`src/rtl/simplerisc_pkg.sv`:
```
// Shared SimpleRISC definitions: opcodes, special register tags and the
// scoreboard entry used by the interlock and forwarding logic.
package simplerisc_pkg;

  localparam logic [4:0] OP_ADD  = 5'b00000;
  localparam logic [4:0] OP_SUB  = 5'b00001;
  localparam logic [4:0] OP_MUL  = 5'b00010;
  localparam logic [4:0] OP_DIV  = 5'b00011;
  localparam logic [4:0] OP_MOD  = 5'b00100;
  localparam logic [4:0] OP_CMP  = 5'b00101;
  localparam logic [4:0] OP_AND  = 5'b00110;
  localparam logic [4:0] OP_OR   = 5'b00111;
  localparam logic [4:0] OP_NOT  = 5'b01000;
  localparam logic [4:0] OP_MOV  = 5'b01001;
  localparam logic [4:0] OP_LSL  = 5'b01010;
  localparam logic [4:0] OP_LSR  = 5'b01011;
  localparam logic [4:0] OP_ASR  = 5'b01100;
  localparam logic [4:0] OP_NOP  = 5'b01101;
  localparam logic [4:0] OP_LD   = 5'b01110;
  localparam logic [4:0] OP_ST   = 5'b01111;
  localparam logic [4:0] OP_BEQ  = 5'b10000;
  localparam logic [4:0] OP_BGT  = 5'b10001;
  localparam logic [4:0] OP_B    = 5'b10010;
  localparam logic [4:0] OP_CALL = 5'b10011;
  localparam logic [4:0] OP_RET  = 5'b10100;

  // Tags 0-15 are architectural registers; 16 is the flags pseudo-register.
  localparam logic [4:0] TAG_FLAGS = 5'd16;
  localparam logic [4:0] TAG_RA    = 5'd15;

  localparam logic [31:0] NOP_IR = 32'h68000000;

  typedef struct packed {
    logic       valid;
    logic [4:0] tag;
    logic       is_ld;
  } sb_entry_t;

endpackage

```
`src/rtl/isa_reg_decode.sv`:
```
// Combinational register-usage decoder: which tags an instruction reads and
// writes. Shared by the interlock and forwarding units.
module isa_reg_decode
  import simplerisc_pkg::*;
(
  input  logic [31:0] ir,
  output logic        src1_v,
  output logic [4:0]  src1,
  output logic        src2_v,
  output logic [4:0]  src2,
  output logic        src3_v,
  output logic [4:0]  src3,
  output logic        dst_v,
  output logic [4:0]  dst,
  output logic        is_ld
);

  logic [4:0] opcode;
  logic       imm;
  logic [4:0] rd_tag;
  logic [4:0] rs1_tag;
  logic [4:0] rs2_tag;

  assign opcode  = ir[31:27];
  assign imm     = ir[26];
  assign rd_tag  = {1'b0, ir[25:22]};
  assign rs1_tag = {1'b0, ir[21:18]};
  assign rs2_tag = {1'b0, ir[17:14]};

  always_comb begin
    src1_v = 1'b0;
    src1   = rs1_tag;
    src2_v = 1'b0;
    src2   = rs2_tag;
    src3_v = 1'b0;
    src3   = rd_tag;
    dst_v  = 1'b0;
    dst    = rd_tag;
    is_ld  = 1'b0;
    if (ir != NOP_IR) begin
      case (opcode)
        OP_ADD, OP_SUB, OP_MUL, OP_DIV, OP_MOD, OP_AND, OP_OR,
        OP_LSL, OP_LSR, OP_ASR: begin
          src1_v = 1'b1;
          src2_v = ~imm;
          dst_v  = 1'b1;
        end
        OP_CMP: begin
          src1_v = 1'b1;
          src2_v = ~imm;
          dst_v  = 1'b1;
          dst    = TAG_FLAGS;
        end
        OP_NOT, OP_MOV: begin
          src2_v = ~imm;
          dst_v  = 1'b1;
        end
        OP_LD: begin
          src1_v = 1'b1;
          dst_v  = 1'b1;
          is_ld  = 1'b1;
        end
        OP_ST: begin
          src1_v = 1'b1;
          src3_v = 1'b1;
        end
        OP_BEQ, OP_BGT: begin
          src1_v = 1'b1;
          src1   = TAG_FLAGS;
        end
        OP_RET: begin
          src1_v = 1'b1;
          src1   = TAG_RA;
        end
        OP_CALL: begin
          dst_v = 1'b1;
          dst   = TAG_RA;
        end
        default: ;
      endcase
    end
  end

endmodule

```
`src/rtl/interlock_unit.sv`:
```
// Pipeline hazard detection against an EX/MA/RW writer scoreboard, with stall
// statistics. Define FORWARDING_EN to interlock only on load-use hazards.
module interlock_unit
  import simplerisc_pkg::*;
#(
  parameter int CNT_W = 16
) (
  input  logic             clk,
  input  logic             reset_n,
  input  logic [31:0]      output_OF_IR,
  input  logic             isBranchTaken,
  output logic             isDataInterLock,
  output logic             isBranchInterLock,
  output logic             pc_stall,
  output logic [CNT_W-1:0] data_stall_count,
  output logic [CNT_W-1:0] branch_flush_count
);

  localparam logic [CNT_W-1:0] CNT_MAX = '1;

  logic       src1_v, src2_v, src3_v, dst_v, is_ld;
  logic [4:0] src1, src2, src3, dst;

  isa_reg_decode u_decode (
    .ir     (output_OF_IR),
    .src1_v (src1_v),
    .src1   (src1),
    .src2_v (src2_v),
    .src2   (src2),
    .src3_v (src3_v),
    .src3   (src3),
    .dst_v  (dst_v),
    .dst    (dst),
    .is_ld  (is_ld)
  );

  // Index 0 = EX, 1 = MA, 2 = RW.
  sb_entry_t        sb_reg [0:2];
  sb_entry_t        of_entry;
  logic [2:0]       entry_hit;
  logic             hazard;
  logic [CNT_W-1:0] data_stall_count_reg;
  logic [CNT_W-1:0] branch_flush_count_reg;

  assign of_entry = '{valid: dst_v, tag: dst, is_ld: is_ld};

  for (genvar gi = 0; gi < 3; gi++) begin : g_hit
    assign entry_hit[gi] = sb_reg[gi].valid &&
                           ((src1_v && (src1 == sb_reg[gi].tag)) ||
                            (src2_v && (src2 == sb_reg[gi].tag)) ||
                            (src3_v && (src3 == sb_reg[gi].tag)));
  end

`ifdef FORWARDING_EN
  // Bypass covers everything except a load whose data is not ready yet.
  assign hazard = entry_hit[0] && sb_reg[0].is_ld;
`else
  assign hazard = |entry_hit;
`endif

  assign isBranchInterLock = isBranchTaken;
  assign isDataInterLock   = hazard && !isBranchTaken;
  assign pc_stall          = isDataInterLock && !isBranchInterLock;

  always_ff @(negedge clk or negedge reset_n) begin
    if (!reset_n) begin
      for (int k = 0; k < 3; k++) sb_reg[k] <= '0;
      data_stall_count_reg   <= '0;
      branch_flush_count_reg <= '0;
    end else begin
      sb_reg[2] <= sb_reg[1];
      sb_reg[1] <= sb_reg[0];
      sb_reg[0] <= (isDataInterLock || isBranchInterLock) ? '0 : of_entry;
      if (pc_stall && (data_stall_count_reg != CNT_MAX))
        data_stall_count_reg <= data_stall_count_reg + 1'b1;
      if (isBranchInterLock && (branch_flush_count_reg != CNT_MAX))
        branch_flush_count_reg <= branch_flush_count_reg + 1'b1;
    end
  end

  assign data_stall_count   = data_stall_count_reg;
  assign branch_flush_count = branch_flush_count_reg;

endmodule

```
`config.mk`:
```
export PLATFORM = sky130hd
export DESIGN_NAME = interlock_unit
export DESIGN_NICKNAME = d
export VERILOG_FILES = /design/src/rtl/simplerisc_pkg.sv /design/src/rtl/isa_reg_decode.sv /design/src/rtl/interlock_unit.sv
export SDC_FILE = /design/constraint.sdc
export NUM_CORES = 1
export LEC_CHECK = 0
export ABC_AREA = 1
export CORE_MARGIN = 4
export CORE_UTILIZATION = 50
export DETAILED_ROUTE_END_ITERATION = 12
export PLACE_DENSITY = 0.8
export SLEW_MARGIN = 15
export SYNTH_ARGS = -nofsm -noshare
export SYNTH_HDL_FRONTEND = slang
export SYNTH_SLANG_ARGS = --single-unit
```
`constraint.sdc`:
```
create_clock -name clk -period 9.1 [get_ports clk]
set_input_delay 2.73 -clock clk [delete_from_list [all_inputs] [get_ports clk]]
set_output_delay 2.73 -clock clk [all_outputs]
set_load 0.02 [all_outputs]
```
==> run_results.csv, run 1 <==
group,metric,value,unit
timing,setup_ws,-0.279,ns
setup_path,cp_max_fo,7,
clock_tree,cts_buffers,5,
setup_path,required,6.37,ns
yosys,syn_avg_cell_area,7.49,sq um
power_and_ir_drop,pwr-share-comb,30.6,%
setup_path,cp.arrival,6.65,ns
yosys,synth-xor-area-share,11.5,%
clock_tree,cts.sinks,50,
floorplanning,die_h,88.1,um
drt,num_vias,3361,
power_and_ir_drop,leakagePower,2.23,nW
layout,synthToLayoutAreaGrowth,38.1,%
drt,routed_wl,8890,um
yosys,synth.net_count,465,
clock_tree,clock_path_buffers,2,
run,maxCapViolCount,0,
yosys,seq_area_frac_synth,39.0,%
yosys,synth_top_family_by_area,"simple AND/OR/NAND/NOR gates",
timing,final_hold_viol_count,0,
yosys,yosysWarnings,0,
clock_tree,root_buffer,"clkbuf_8",
layout,fillers,475,
timing,slew-limit-headroom,57.3,%
yosys,synth_seq_cells,50,
global_route,grtUsageTotal,22.0,%
power_and_ir_drop,clkPwrFrac,25.2,%
global_route,antenna_found_initial,0,
clock_tree,cts_tree,"done",
yosys,syn_inst,428,
power_and_ir_drop,p_int,0.433,mW
drt,drt-vias-per-instance,5.46,
yosys,synth-simple-area-share,38.2,%
layout,diodes,0,
drt,first_iter_violations,190,
place,dp_hpwl,5910,um
global_route,grt_overflow,0,
timing,drv_slew,0,
yosys,ys_types,31,
global_route,grt_max_degree,51,
yosys,async_flop_share,100,%
place,port_buffers,55,
drt,wire_per_inst,14.4,um
drt,ant_nets,0,
power_and_ir_drop,p_seq_share,44.2,%
yosys,synth_flop_cell,"dfrtn_1",
floorplanning,die_w,88.1,um
global_route,grt_first_pass_wirelength,13700,um
place,pre_cts_ws,-0.493,ns
timing,clock_skew,0.00552,ns
global_route,grt_pass1_vias,3159,
min_path,hp-class,"register to register",
yosys,synth-compound-area-share,3.20,%
setup_path,cp-end-kind,"output pin",
floorplanning,core,6060,sq um
yosys,synthMuxAreaShare,0.351,%
timing,rsz0062_at_grt,"true",
yosys,syn_area,3200,sq um
setup_path,crit_slowest_cell,"dfrtn_1",
power_and_ir_drop,power.total,0.650,mW
clock_tree,clk_latency,0.31,ns
clock_tree,htreeDepth,2,
layout,final_nets,577,
layout,largest_register_ffs,18,
setup_path,start_kind,"register",
floorplanning,die-area,7750,sq um
timing,tightest_slew,0.640,ns
power_and_ir_drop,switching_share,33.4,%
setup_path,crit_chain,"buf_4 -> a21oi_2 -> o21ai_0 -> nor2_1 -> nand3_1 -> o21ai_1 -> inv_1 -> nand2_1 -> nand2_2 -> nand3_4 -> buf_6 -> nand2_2 -> inv_2 -> buf_6",
floorplanning,start_util,52.9,%
layout,layout-drive-gt1-share,20.3,%
place,routabilityCongestion,0.896,
setup_path,slowest_delay,0.38,ns
floorplanning,ios,70,
timing,setup_viol,2,
drt,route.detailed.drc,0,
power_and_ir_drop,p_per_area,147,nW/um^2
power_and_ir_drop,power_switching,0.217,mW
clock_tree,ctsHoldBuffers,0,
setup_path,crit_family,"simple AND/OR/NAND/NOR gates",
clock_tree,clk_pin_slew,0.07,ns
drt,first_pass_iters,4,
floorplanning,fp-row-count,28,
power_and_ir_drop,vdd_drop_max,0.000155,V
setup_path,critical_path_buf_inv_count,5,
setup_path,path_class,"register to output pin",
yosys,synth_enable_flop_cells,0,
run_status,violations,"setup timing",
yosys,synthAdderAreaFrac,0.781,%
run_status,status,"complete, but fails checks",
## power groups by stage
stage               combinational (mW)  clock (mW)  sequential, mW
floorplan                       0.0726           0           0.311
global placement                 0.185           0           0.289
detailed placement               0.190           0           0.290
CTS                              0.194       0.165           0.287
global route                     0.217       0.175           0.293
finish                           0.199       0.164           0.288
## metrics by stage
| stage | TNS [ns] | hold slack, ns | cell area, sq um | utilization (%) | std cells |
|---|---|---|---|---|---|
| 2_1_floorplan | 0 | 0.314 | 3200 | - | 428 |
| 3_3_place_gp | -9.18 | 0.329 | 4140 | 68.4 | 597 |
| 3_5_place_dp | -10.68 | 0.339 | 4140 | 68.4 | 597 |
| 4_1_cts | -3.23 | 0.347 | 4310 | 71.1 | 607 |
| 5_1_grt | -1.38 | 0.378 | 4430 | 73.0 | 616 |
| 6_report | -0.559 | 0.364 | 4430 | 73.0 | 616 |
## worst register-to-register path, stage by stage, from the launching register on
cell     delay (ns)
dfrtn_1        0.51
ha_1           0.24
nand3_1        0.16
inv_1          0.11
nand2_1        0.08
nor4_1         0.28
nand3_2        0.43
nand4_1        0.26
nand2_1        0.08
## cells in the final DEF (no fill, tap or decap), types with 2 or more instances in the layout
| cell type | n |
|---|---|
| a21oi_1 | 6 |
| a21oi_2 | 2 |
| buf_4 | 56 |
| buf_6 | 3 |
| clkbuf_2 | 2 |
| clkbuf_8 | 5 |
| clkdlybuf4s50_1 | 46 |
| dfrtn_1 | 50 |
| dlymetal6s2s_1 | 4 |
| ha_1 | 2 |
| inv_1 | 37 |
| inv_2 | 6 |
| nand2_1 | 114 |
| nand2_2 | 11 |
| nand2_4 | 2 |
| nand3_1 | 37 |
| nand3_2 | 5 |
| nand3_4 | 4 |
| nand3b_1 | 3 |
| nand4_1 | 26 |
| nor2_1 | 41 |
| nor2_2 | 4 |
| nor2_4 | 2 |
| nor3_1 | 7 |
| nor3_2 | 2 |
| nor3b_1 | 2 |
| nor4_1 | 3 |
| o21ai_0 | 6 |
| o22ai_1 | 2 |
| xnor2_1 | 23 |
| xor2_1 | 19 |
## metal layers
metal	GRT usage [%]	routed length [um]
met4	5.91	174
met2	39.4	4390
met3	3.39	502
met1	27.5	3820
met5	0	0
## cells by family (layout without fill, tap and decap cells)
family                     after synthesis  in the layout
muxes                                    1              1
and+or+nand+nor                        262            264
adders and majority gates                2              2
buffers and inverters                   52            163
xor gates and xnor gates                42             42
AOI/OAI and AO/OA                       19             19
DFF                                     50             50
## Yosys cell counts (all sizes together), types with 2 or more instances
master	count	area share, %
nand3b	3	0.70
nand3	44	8.2
nor4	3	0.59
nand4	26	5.1
nand2	127	16
xor2	19	5.2
o22ai	2	0.39
o21ai	7	1.1
clkbuf	4	0.51
a21oi	8	1.2
xnor2	23	6.3
inv	43	5.0
dfrtn	50	39
nor3	9	1.4
nor3b	2	0.47
ha	2	0.78
buf	5	1.4
nor2	47	5.8
## timing repair
item                                    CTS  global route
endpoints found under the setup margin   24            24
setup buffers                             2             7
endpoints found under the hold margin     0             0
cloned                                    0             2
resized for setup                        24            21
pin swaps                                 7             6
## path summary, 6_finish.rpt
kind	endpoint	cells past startpoint	startpoint	slack (ns)
min reg2reg	sb_reg[13]	0	sb_reg[20]	0.36
min	sb_reg[13]	0	sb_reg[20]	0.36
max reg2reg	data_stall_count[12]	8	data_stall_count[0]	6.78
max in group asynchronous	sb_reg[16]	2	reset_n	1.68
min in group asynchronous	data_stall_count[3]	2	reset_n	6.95
max	isDataInterLock	14	sb_reg[15]	-0.28
## cell type report
class | count | area (sq um) | share of cell area (%)
flip-flops and latches | 50 | 1250 | 28.3
inverters | 43 | 161 | 3.65
clock inverters | 3 | 47.5 | 1.07
repair buffers | 112 | 980 | 22.1
clock buffers | 5 | 68.8 | 1.55
multi-input cells | 328 | 1820 | 41.2
well taps | 75 | 93.8 | 2.12
Power figures use the tool's default switching activity.
==> run 2: changes to the inputs <==
- CAP_MARGIN: default -> 10
- CORE_ASPECT_RATIO: default -> 1.5
==> run 2 against run 1 <==
  * Count of clock-buffer cells in the layout is 1 higher
  * Global-route usage increased by 2.4 points
  * Via count grew 0.98%
  * The run still ends with setup timing left
  * Sequential share of layout area fell by 1.0 points
  * Clock skew rose by 0.0045 ns
  * Cell count is 0.65% higher
  * First-iteration DRC count rose by 0.53%
  * Core utilization up 1.3 points
  * Flip-flop and latch count stayed put
==> run_results.csv, run 2 (synthesis results as in run 1) <==
group,metric,value,unit
clock_tree,clk_pin_slew,0.07,ns
layout,final_common_cell,"nand2_1",
layout,multi_input_comb_area,1940,sq um
setup_path,cp-end-kind,"output pin",
power_and_ir_drop,switching_share,34.8,%
layout,layout_common_cells,"nand2_1 (107), buf_4 (55), dfrtn_1 (50)",
setup_path,cp_max_fo,5,
place,port_buffers,55,
layout,diodes,0,
timing,tightest_slew,0.555,ns
power_and_ir_drop,p_int,0.408,mW
setup_path,cp.arrival,6.62,ns
drt,num_vias,3394,
setup_path,crit_top_cell,"nand2_2",
global_route,grt_first_pass_wirelength,15000,um
clock_tree,root_buffer,"clkbuf_8",
layout,layout-drive-gt1-share,24.2,%
setup_path,crit_chain,"inv_2 -> nand2_1 -> nand4_1 -> nor2_1 -> nand3b_1 -> o21ai_1 -> inv_1 -> nand2_2 -> nand2_2 -> nand3_4 -> buf_6 -> nand2_2 -> inv_2 -> buf_6",
global_route,grt_pass1_vias,3326,
timing,setup_ws,-0.248,ns
drt,ant_nets,0,
power_and_ir_drop,pwr-share-comb,33.2,%
floorplanning,start_util,51.9,%
drt,drt-vias-per-instance,5.47,
power_and_ir_drop,leakagePower,2.29,nW
drt,first_pass_iters,7,
clock_tree,cts_tree,"done",
setup_path,critical_path_buf_inv_count,5,
timing,setup_viol,10,
power_and_ir_drop,vdd_drop_max,0.000144,V
setup_path,start_kind,"register",
global_route,antenna_found_initial,0,
power_and_ir_drop,p_per_area,136,nW/um^2
layout,fillers,510,
min_path,hp-class,"register to register",
layout,fin_util,74.3,%
drt,first_iter_violations,191,
setup_path,crit_slowest_cell,"dfrtn_1",
floorplanning,core,6170,sq um
clock_tree,cts_buffers,5,
run_status,status,"complete, but fails checks",
clock_tree,clk_latency,0.31,ns
setup_path,path_class,"register to output pin",
place,dpl-instance-area,4120,sq um
place,dpl.cell_count,591,
layout,synthToLayoutAreaGrowth,43.2,%
floorplanning,die_h,106,um
clock_tree,htreeDepth,2,
place,routabilityCongestion,0.937,
clock_tree,clock_path_buffers,2,
floorplanning,die_w,73.4,um
drt,route.detailed.drc,0,
drt,routed_wl,9310,um
timing,rsz0062_at_grt,"true",
global_route,grtUsageTotal,24.3,%
floorplanning,ios,70,
power_and_ir_drop,p_seq_share,46.2,%
power_and_ir_drop,power_switching,0.217,mW
drt,wire_per_inst,15.0,um
timing,slew-limit-headroom,63.0,%
timing,drv_slew,0,
layout,final_nets,582,
layout,largest_register_ffs,18,
layout,layout.cells.non_filler,620,
timing,final_hold_viol_count,0,
setup_path,crit_family,"simple AND/OR/NAND/NOR gates",
floorplanning,die-area,7780,sq um
place,dp_hpwl,6410,um
timing,clock_skew,0.00998,ns
layout,design_area,4590,sq um
run_status,violations,"setup timing",
run,maxCapViolCount,0,
setup_path,slowest_delay,0.50,ns
power_and_ir_drop,power.total,0.625,mW
power_and_ir_drop,clkPwrFrac,20.6,%
floorplanning,fp-row-count,35,
global_route,grt_max_degree,28,
global_route,grt_overflow,0,
setup_path,required,6.37,ns
layout,final-seq-area,1250,sq um
clock_tree,cts.sinks,50,
## run 2: cell count changes in the layout (fill, tap and decap cells not counted), moves of 3 or more
cell / previous run / this run
dlymetal6s2s_1: 4 / 8
clkdlybuf4s50_1: 46 / 39
nand3_1: 37 / 34
nand2_1: 114 / 107
inv_2: 6 / 10
buf_6: 3 / 9
inv_1: 37 / 33
nand2_4: 2 / 9
## run 2: stage by stage
stage                     setup WS (ns)  hold slack [ns]  TNS, ns
after floorplan                  0.0550            0.314        0
after global placement           -0.522            0.339   -11.14
after detailed placement         -0.572            0.340   -12.04
after CTS                        -0.194            0.332   -0.387
after global routing             -0.399            0.353    -3.69
final                            -0.248            0.331    -1.71
## run 2: power by group through the flow
stage	combinational (mW)	clock, mW	sequential [mW]
final	0.208	0.129	0.289
after global routing	0.226	0.140	0.294
after global placement	0.186	0	0.290
after detailed placement	0.191	0	0.290
after CTS	0.200	0.133	0.287
after floorplan	0.0726	0	0.311
## run 2: worst register-to-register path: stages, from the launching register on
cell and delay [ns]:
dfrtn_1 0.51, ha_1 0.25, nand3_1 0.17, inv_1 0.12
nand2_1 0.08, nor4_1 0.32, nand3_2 0.45, nand4_1 0.27
nand2_2 0.07
## run 2: final timing paths
kind / startpoint / to / slack, ns / depth (start not counted)
min in group asynchronous: reset_n / sb_reg[8] / 6.84 / 1
max: sb_reg[16] / pc_stall / -0.25 / 14
max in group asynchronous: reset_n / sb_reg[19] / 1.68 / 2
min: sb_reg[13] / sb_reg[6] / 0.33 / 0
min reg2reg: sb_reg[13] / sb_reg[6] / 0.33 / 0
max reg2reg: data_stall_count[0] / data_stall_count[4] / 6.70 / 8
## run 2: timing repair
action,in CTS,in global routing
pin swaps,11,25
hold buffers,0,0
gates cloned,2,1
resized for setup,50,55
setup buffers,6,12
setup endpoints to repair,24,18
## run 2: layer usage
layer  share of wire [%]  wire length, um  global-route usage, %  vias up
li1                    -                -                      -     1626
met5                   0                0                      0        -
met2                  55             5080                   41.9      130
met1                  37             3490                   28.6     1612
met3                 4.3              396                   3.31       26
met4                 3.7              344                   12.4        0
## run 2: cell type report
type                            instances  share of cell area [%]
Sequential cell                        50                    27.3
Inverter                               43                    3.52
Timing Repair Buffer                  116                    23.1
Multi-Input combinational cell        329                    42.2
Tap cell                               74                    2.02
Clock inverter                          2                   0.300
Clock buffer                            6                    1.58
